--- config.mk ---
export PLATFORM = sky130hd
export DESIGN_NAME = scroll_addr_gen
export DESIGN_NICKNAME = d
export VERILOG_FILES = /design/src/rtl/scroll_addr_gen.sv
export SDC_FILE = /design/constraint.sdc
export NUM_CORES = 1
export LEC_CHECK = 0
export ABC_AREA = 0
export BUFFER_PORTS_ARGS = -buffer_cell sky130_fd_sc_hd__clkbuf_2
export CORE_MARGIN = 5
export CORE_UTILIZATION = 53
export DETAILED_ROUTE_END_ITERATION = 16
export PLACE_DENSITY = 0.9
export SLEW_MARGIN = 5
export SYNTH_ARGS = -nofsm -noshare
export SYNTH_HDL_FRONTEND = slang
export SYNTH_SLANG_ARGS = --single-unit
export TNS_END_PERCENT = 10
--- constraint.sdc ---
create_clock -name clk -period 4.7 [get_ports clk]
set_input_delay 0.94 -clock clk [delete_from_list [all_inputs] [get_ports clk]]
set_output_delay 0.94 -clock clk [all_outputs]
set_load 0.05 [all_outputs]
--- src/rtl/scroll_addr_gen.sv ---
// Address generator for a 2x-upscaled 320x240 image behind a 640x480 VGA raster,
// with a per-frame scroll offset driven by a run/pause/bounce state machine.
module scroll_addr_gen #(
    parameter int IMG_W    = 320,
    parameter int IMG_H    = 240,
    parameter int ADDR_W   = 17,
    parameter int V_ACTIVE = 480,
    parameter int STEP_W   = 3
) (
    input  logic              clk,
    input  logic              rst,
    input  logic [9:0]        h_cnt,
    input  logic [9:0]        v_cnt,
    input  logic              valid,
    input  logic              en,
    input  logic              bounce,
    input  logic              axis,
    input  logic [STEP_W-1:0] speed,
    output logic [ADDR_W-1:0] pixel_addr,
    output logic              valid_out,
    output logic              frame_tick,
    output logic [8:0]        offset
);

    typedef enum logic [1:0] {IDLE, RUN_FWD, RUN_REV} state_t;

    state_t      state, next_state;
    logic [8:0]  off_q, next_off;
    logic        axis_q, next_axis;
    logic        valid_d;
    logic        tick_cond;
    logic [8:0]  limit;
    logic [9:0]  sum;
    logic [8:0]  wrapped;
    logic [9:0]  ix_sum, iy_sum;
    logic [8:0]  ix_img, iy_img;
    logic [ADDR_W-1:0] addr_next;
    logic        unused_lsb;

    assign unused_lsb = h_cnt[0] ^ v_cnt[0];
    assign tick_cond  = (h_cnt == 10'd0) && (v_cnt == 10'(V_ACTIVE));

    // axis_q is the axis latched at a frame boundary, so a mid-frame axis flip never tears
    assign limit   = axis_q ? 9'(IMG_H) : 9'(IMG_W);
    assign sum     = {1'b0, off_q} + 10'(speed);
    assign wrapped = (sum >= {1'b0, limit}) ? 9'(sum - {1'b0, limit}) : sum[8:0];

    always_ff @(posedge clk or negedge rst) begin
        if (!rst) begin
            state  <= IDLE;
            off_q  <= '0;
            axis_q <= 1'b0;
        end else begin
            state  <= next_state;
            off_q  <= next_off;
            axis_q <= next_axis;
        end
    end

    always_comb begin
        next_state = state;
        next_off   = off_q;
        next_axis  = axis_q;
        case (state)
            IDLE: begin
                if (en)
                    next_state = RUN_FWD;
            end
            RUN_FWD, RUN_REV: begin
                // pause takes priority over a coincident frame tick
                if (!en) begin
                    next_state = IDLE;
                end else if (frame_tick) begin
                    if (axis != axis_q) begin
                        next_axis  = axis;
                        next_off   = '0;
                        next_state = RUN_FWD;
                    end else if (state == RUN_REV && bounce) begin
                        if (speed != '0) begin
                            if ({1'b0, off_q} <= 10'(speed)) begin
                                next_off   = '0;
                                next_state = RUN_FWD;
                            end else begin
                                next_off = off_q - 9'(speed);
                            end
                        end
                    end else begin
                        next_state = RUN_FWD;
                        if (bounce && speed != '0 && sum >= {1'b0, limit} - 10'd1) begin
                            next_off   = limit - 9'd1;
                            next_state = RUN_REV;
                        end else begin
                            next_off = wrapped;
                        end
                    end
                end
            end
            default: next_state = IDLE;
        endcase
    end

    always_comb begin
        offset = off_q;
    end

    // operands stay below twice the limit, so one conditional subtract is a full modulo
    always_comb begin
        ix_sum = {1'b0, h_cnt[9:1]} + {1'b0, off_q};
        iy_sum = {1'b0, v_cnt[9:1]} + {1'b0, off_q};
        ix_img = h_cnt[9:1];
        iy_img = v_cnt[9:1];
        if (!axis_q)
            ix_img = (ix_sum >= 10'(IMG_W)) ? 9'(ix_sum - 10'(IMG_W)) : ix_sum[8:0];
        else
            iy_img = (iy_sum >= 10'(IMG_H)) ? 9'(iy_sum - 10'(IMG_H)) : iy_sum[8:0];
        addr_next = ADDR_W'(iy_img) * ADDR_W'(IMG_W) + ADDR_W'(ix_img);
    end

    always_ff @(posedge clk or negedge rst) begin
        if (!rst) begin
            pixel_addr <= '0;
            valid_d    <= 1'b0;
            valid_out  <= 1'b0;
            frame_tick <= 1'b0;
        end else begin
            pixel_addr <= valid ? addr_next : '0;
            valid_d    <= valid;
            valid_out  <= valid_d;
            frame_tick <= tick_cond;
        end
    end

endmodule

==> results of run 1 <==
[registers in the layout (all words and copies together) (netlist names)]
register / cells
valid_out: 1
pixel_addr: 17
state: 2
axis_q: 1
offset: 9
valid_d: 1
frame_tick: 1
[layout make-up]
class,count,area (µm²)
Timing Repair Buffer,147,972.2
Inverter,26,97.59
Multi-Input combinational cell,375,2955
Tap cell,96,120.1
Clock buffer,6,72.57
Sequential cell,32,800.8
Clock inverter,1,5.005
Fill cell,416,1770
[cells by family (layout without fill, tap and decap cells)]
group | count (synthesis) | after routing | share of synthesized area (%)
simple gates | 145 | 145 | 19.68
compound gates | 120 | 120 | 20.96
fa+ha+maj | 59 | 59 | 21.33
xor+xnor | 36 | 36 | 8.519
buf+inv | 35 | 180 | 3.583
flops | 32 | 32 | 21.64
mux | 15 | 15 | 4.294
[metal layers]
metal  share of wire [%]  track usage, %
met5                   0               0
met4                 8.5           18.65
met3                  11           5.873
met2                  47           51.34
met1                  34           34.28
[path summary, 6_finish.rpt]
path                       startpoint        endpoint  slack [ns]
setup / recovery             v_cnt[5]  pixel_addr[16]       -0.52
max in group asynchronous         rst          axis_q        3.42
hold / removal                valid_d       valid_out        0.36
setup reg to reg            offset[1]  pixel_addr[16]       -0.16
hold reg to reg               valid_d       valid_out        0.36
min in group asynchronous         rst  pixel_addr[16]        0.75
[power groups by stage]
stage | Clock, W | Combinational (W) | Sequential (W)
after global routing | 0.000217 | 0.000442 | 0.000306
after CTS | 0.000202 | 0.000389 | 0.000304
after floorplan | 0 | 0.000166 | 0.000370
after detailed placement | 0 | 0.000369 | 0.000309
final | 0.000204 | 0.000419 | 0.000305
after global placement | 0 | 0.000345 | 0.000308
[cell usage in the layout (no fill, tap or decap), types with 13 or more instances in the layout]
master | Yosys | routed
buf_4 | 0 | 91
inv_1 | 25 | 25
o21ai_0 | 26 | 23
ha_1 | 51 | 45
a21oi_1 | 37 | 29
xnor2_1 | 26 | 23
nor2_1 | 39 | 38
dfrtp_1 | 32 | 32
clkbuf_2 | 0 | 55
nand3_1 | 13 | 13
nand2_1 | 36 | 36
[worst max-delay path, cell delays in order]
cell,delay [ns]
clkbuf_2,0.12
ha_2,0.43
and3_4,0.22
a221oi_4,0.08
buf_4,0.15
or3_1,0.38
a211o_1,0.31
buf_4,0.16
o2111a_1,0.24
or3_4,0.39
xnor2_1,0.15
ha_1,0.38
nand2_1,0.10
o21ai_2,0.13
o21a_1,0.14
nor2_2,0.04
xnor2_1,0.14
or4_4,0.45
nand4b_1,0.13
xnor2_1,0.15
mux2i_1,0.20
[what timing repair did]
action	CTS	global route
buffers inserted	8	2
setup endpoints to repair	8	8
pin swaps	16	9
resized for setup	14	13
[per-stage QoR]
step / util [%] / total power, W
2_1_floorplan: - / 0.0005364
3_5_place_dp: 69.71 / 0.0006790
3_3_place_gp: 69.71 / 0.0006525
6_report: 73.94 / 0.0009276
4_1_cts: 72.97 / 0.0008947
5_1_grt: 73.94 / 0.0009653
==> impl_metrics.json, run 1 <==
{
  "status": "finished, violations left",
  "failed_checks": "setup timing",
  "synthTopCellsByArea": "dfrtp_1 (22%), ha_1 (17%), xnor2_1 (6.2%)",
  "grt_first_pass_wirelength_um": 20930,
  "cp_data_required_time_ns": 4.92,
  "routedWlPerCell_um": 20.33,
  "fin_ws_ns": -0.5179,
  "power_density_nw_per_um2": 184.7,
  "cp-start-kind": "input pin",
  "first_global_vias": 4354,
  "synth_top_area_share_pct": 21.64,
  "clk_latency_ns": 0.29,
  "timing.fmax_mhz": 191.6,
  "synth_most_common_cell": "ha_1",
  "die_y_um": 93.57,
  "synth_area_um2": 3701,
  "cp-end-kind": "register",
  "finalSetupTns_ns": -2.124,
  "rr_worst_depth": 19,
  "initial_core_util_pct": 54.48,
  "drtAntennaViolNets": 0,
  "place_inst": 666,
  "ys_async_sr_fraction_pct": 100.0,
  "ir_drop_mv": 0.1157,
  "power.switching_w": 0.0003582,
  "htree_levels": 2,
  "synth_edf_count": 0,
  "cts_made_buffers": 5,
  "synthFlopType": "dfrtp_1",
  "clockRootBuffer": "clkbuf_8",
  "pwr-share-clk_pct": 22.0,
  "ys_seq_elements": 32,
  "vias": 4434,
  "area_delta_synth_final_pct": 35.73,
  "yosysTopAreaCell": "dfrtp_1",
  "clk_pin_slew_ns": 0.07,
  "sw_frac_of_total_pct": 38.61,
  "synth_common_cells": "ha_1 (51), nor2_1 (39), a21oi_1 (37)",
  "cts_hold_buffers": 0,
  "worstPathMaxFanout": 6,
  "synth_nets": 529,
  "maxCapViolations": 0,
  "arrival_ns": 5.44,
  "synth.avg_cell_area_um2": 8.373,
  "cts_tree": "built",
  "routed_wl_um": 13880,
  "worstHoldPathCells": 0,
  "power_frac_comb_pct": 45.1,
  "synth_cells": 442,
  "maxSlewHeadroom_pct": 43.08,
  "ys_types": 61,
  "grtUsageTotal_pct": 30.05,
  "io_pins": 57,
  "die_width_um": 93.57,
  "coreArea_um2": 6794,
  "p_leak_nw": 2.482,
  "setup_viol": 8,
  "pwr-share-seq_pct": 32.9,
  "grt-ovfl-total": 0,
  "rsz0062_at_grt": "yes",
  "hold_viol_final": 0,
  "p_int_w": 0.0005694,
  "drtIter0Drc": 608,
  "holdWs_ns": 0.3587,
  "die_area_um2": 8754,
  "diodes": 0,
  "nets": 674,
  "portBuffers": 56,
  "crit_type": "in2reg",
  "design_area_um2": 5024,
  "ys_warn_count": 0,
  "maxSlewViolCount": 0,
  "min_period_ns": 5.218,
  "final_cells": 683,
  "fp-row-count": 30,
  "min_path_type": "reg2reg",
  "ys_seq_area_share_pct": 21.64,
  "drcViolationCount": 0,
  "fin_crit_sh_pct": 111.0,
  "numClockSinks": 32,
  "drive_gt1_share_pct": 34.24,
  "drtPass1Iterations": 8,
  "cts_buffer_depth": 2,
  "pre_cts_slack_ns": -0.7858,
  "dp_hpwl_um": 9224,
  "placed_area_um2": 4736,
  "gp_congestion": 0.9093,
  "vias_per_cell": 6.492,
  "grt_max_degree": 33,
  "antenna_found_initial": 0,
  "worst_pin_slew_ns": 0.8538,
  "finClkSkew_ns": 0.008399
}
Note: power is estimated with default switching activity, not from simulation.
==> run 2: changes to the inputs <==
==> constraint.sdc (replaced) <==
create_clock -name clk -period 4.7 [get_ports clk]
set_input_delay 0.94 -clock clk [delete_from_list [all_inputs] [get_ports clk]]
set_output_delay 0.94 -clock clk [all_outputs]
set_load 0.1 [all_outputs]
==> run 2 against run 1 <==
Compared with the run above:
- the run still ends with setup timing left
- total power up 16%
- routed wire length shrank 0.34%
- die area stayed put
- sequential power is essentially flat
- clock power increased by 37%
- highest routed layer unchanged
==> impl_metrics.json, run 2 (synthesis gave the netlist of run 1 again) <==
{
  "status": "finished, violations left",
  "failed_checks": "setup timing",
  "fin_crit_sh_pct": 113.7,
  "min_period_ns": 5.342,
  "antenna_found_initial": 0,
  "nets": 673,
  "ir_drop_mv": 0.1283,
  "clockRootBuffer": "clkbuf_8",
  "clk_pin_slew_ns": 0.08,
  "rsz0062_at_grt": "yes",
  "utilization_pct": 74.70,
  "initial_core_util_pct": 54.48,
  "power_density_nw_per_um2": 212.3,
  "fillCellCount": 421,
  "worstPathMaxFanout": 5,
  "coreArea_um2": 6794,
  "vias": 4388,
  "maxSlewViolCount": 0,
  "cpLargestDelayFamily": "simple AND/OR/NAND/NOR gates",
  "die_width_um": 93.57,
  "timing.fmax_mhz": 187.2,
  "final_common_cell": "buf_4",
  "hold_viol_final": 0,
  "area_delta_synth_final_pct": 37.12,
  "pwr-share-seq_pct": 28.1,
  "power.switching_w": 0.0004456,
  "first_global_vias": 4240,
  "dp_hpwl_um": 9091,
  "cp_data_required_time_ns": 4.92,
  "grt_first_pass_wirelength_um": 20590,
  "grt_max_degree": 33,
  "io_pins": 57,
  "routed_wl_um": 13840,
  "drcViolationCount": 0,
  "power_frac_comb_pct": 45.8,
  "cts_tree": "built",
  "largest-register": "pixel_addr",
  "maxSlewHeadroom_pct": 45.00,
  "drtIter0Drc": 628,
  "routedWlPerCell_um": 20.26,
  "slowest_stage": "or4_4",
  "cp-start-kind": "input pin",
  "vias_per_cell": 6.425,
  "p_int_w": 0.0006320,
  "p_leak_nw": 2.502,
  "total_power_w": 0.001078,
  "cts_made_buffers": 5,
  "fp-row-count": 30,
  "arrival_ns": 5.57,
  "worstPathCellList": "clkbuf_2 > ha_1 > and3_1 > a221oi_4 > buf_4 > or3_1 > a211o_1 > a21oi_2 > buf_4 > mux2i_2 > a21oi_2 > ha_1 > ha_4 > a21oi_4 > o21ai_2 > o21a_1 > nor2_2 > xnor2_2 > or4_4 > nand4b_1 > xnor2_1 > mux2i_1",
  "pwr-share-clk_pct": 26.0,
  "cts_buffer_depth": 2,
  "largest_reg_flops": 17,
  "path_buf_inv": 3,
  "portBuffers": 56,
  "grtUsageTotal_pct": 30.10,
  "worst_pin_slew_ns": 0.8250,
  "sw_frac_of_total_pct": 41.35,
  "drive_gt1_share_pct": 35.26,
  "fin_ws_ns": -0.6418,
  "crit_type": "in2reg",
  "finalSetupTns_ns": -1.936,
  "holdWs_ns": 0.3589,
  "drtAntennaViolNets": 0,
  "drtPass1Iterations": 7,
  "slowest_delay_ns": 0.43,
  "numClockSinks": 32,
  "die_area_um2": 8754,
  "clk_latency_ns": 0.30,
  "die_y_um": 93.57,
  "maxCapViolations": 0,
  "htree_levels": 2,
  "gp_congestion": 0.9085,
  "grt-ovfl-total": 0,
  "setup_viol": 7,
  "diodes": 0,
  "min_path_type": "reg2reg",
  "cp-end-kind": "register",
  "finClkSkew_ns": 0.005478,
  "mostFrequentLayoutCells": "buf_4 (90), clkbuf_2 (55), ha_1 (47)"
}
run 2: cell count changes in the layout (fill, tap and decap cells not counted), moves of 2 or more:
cell,change
a21oi_1,-2
dfrtp_1,-2
dfrtp_2,+2
ha_1,+2
o21ai_0,+2
run 2: path summary, 6_finish.rpt:
path | from | end | slack, ns | depth (start not counted)
min in group asynchronous | rst | valid_out | 0.72 | 1
hold / removal | valid_d | valid_out | 0.36 | 0
setup / recovery | v_cnt[4] | pixel_addr[16] | -0.64 | 22
max in group asynchronous | rst | offset[1] | 3.41 | 1
setup reg to reg | offset[0] | pixel_addr[16] | -0.32 | 21
hold reg to reg | valid_d | valid_out | 0.36 | 0
run 2: layer usage:
metal	wire length, µm	GRT usage (%)	share of wire, %
met1	4995	36.06	36
met2	6185	50.98	45
met3	1475	4.344	11
met4	1179	17.69	8.5
met5	0	0	0
run 2: metrics by stage:
stage / instances / setup slack (ns) / area, µm²
final: 683 / -0.6418 / 5075
after global routing: 683 / -0.7220 / 5075
after CTS: 681 / -0.4788 / 4997
after detailed placement: 667 / -0.8263 / 4746
after global placement: 667 / -0.5538 / 4746
after floorplan: 442 / -0.3244 / 3765
run 2: layout make-up:
type	instances	area (µm²)	area share, %
Clock buffer	5	68.82	1.356
Clock inverter	3	42.54	0.8383
Inverter	26	97.59	1.923
Multi-Input combinational cell	375	2978	58.68
Sequential cell	32	803.3	15.83
Tap cell	96	120.1	2.367
Timing Repair Buffer	146	964.7	19.01
run 2: power groups by stage:
stage / Clock, W / Combinational [W] / Sequential [W]
2_1_floorplan: 0 / 0.000166 / 0.000435
3_5_place_dp: 0 / 0.000435 / 0.000309
4_1_cts: 0.000278 / 0.000464 / 0.000303
5_1_grt: 0.000292 / 0.000520 / 0.000305
6_report: 0.000280 / 0.000494 / 0.000303
3_3_place_gp: 0 / 0.000414 / 0.000308
run 2: timing repair:
action / in CTS / in global routing
gates resized for setup: 18 / 10
setup endpoints to repair: 8 / 8
endpoints found under the hold margin: 0 / 0
pin swaps: 18 / 13
hold buffers: 0 / 0
setup buffers: 6 / 2
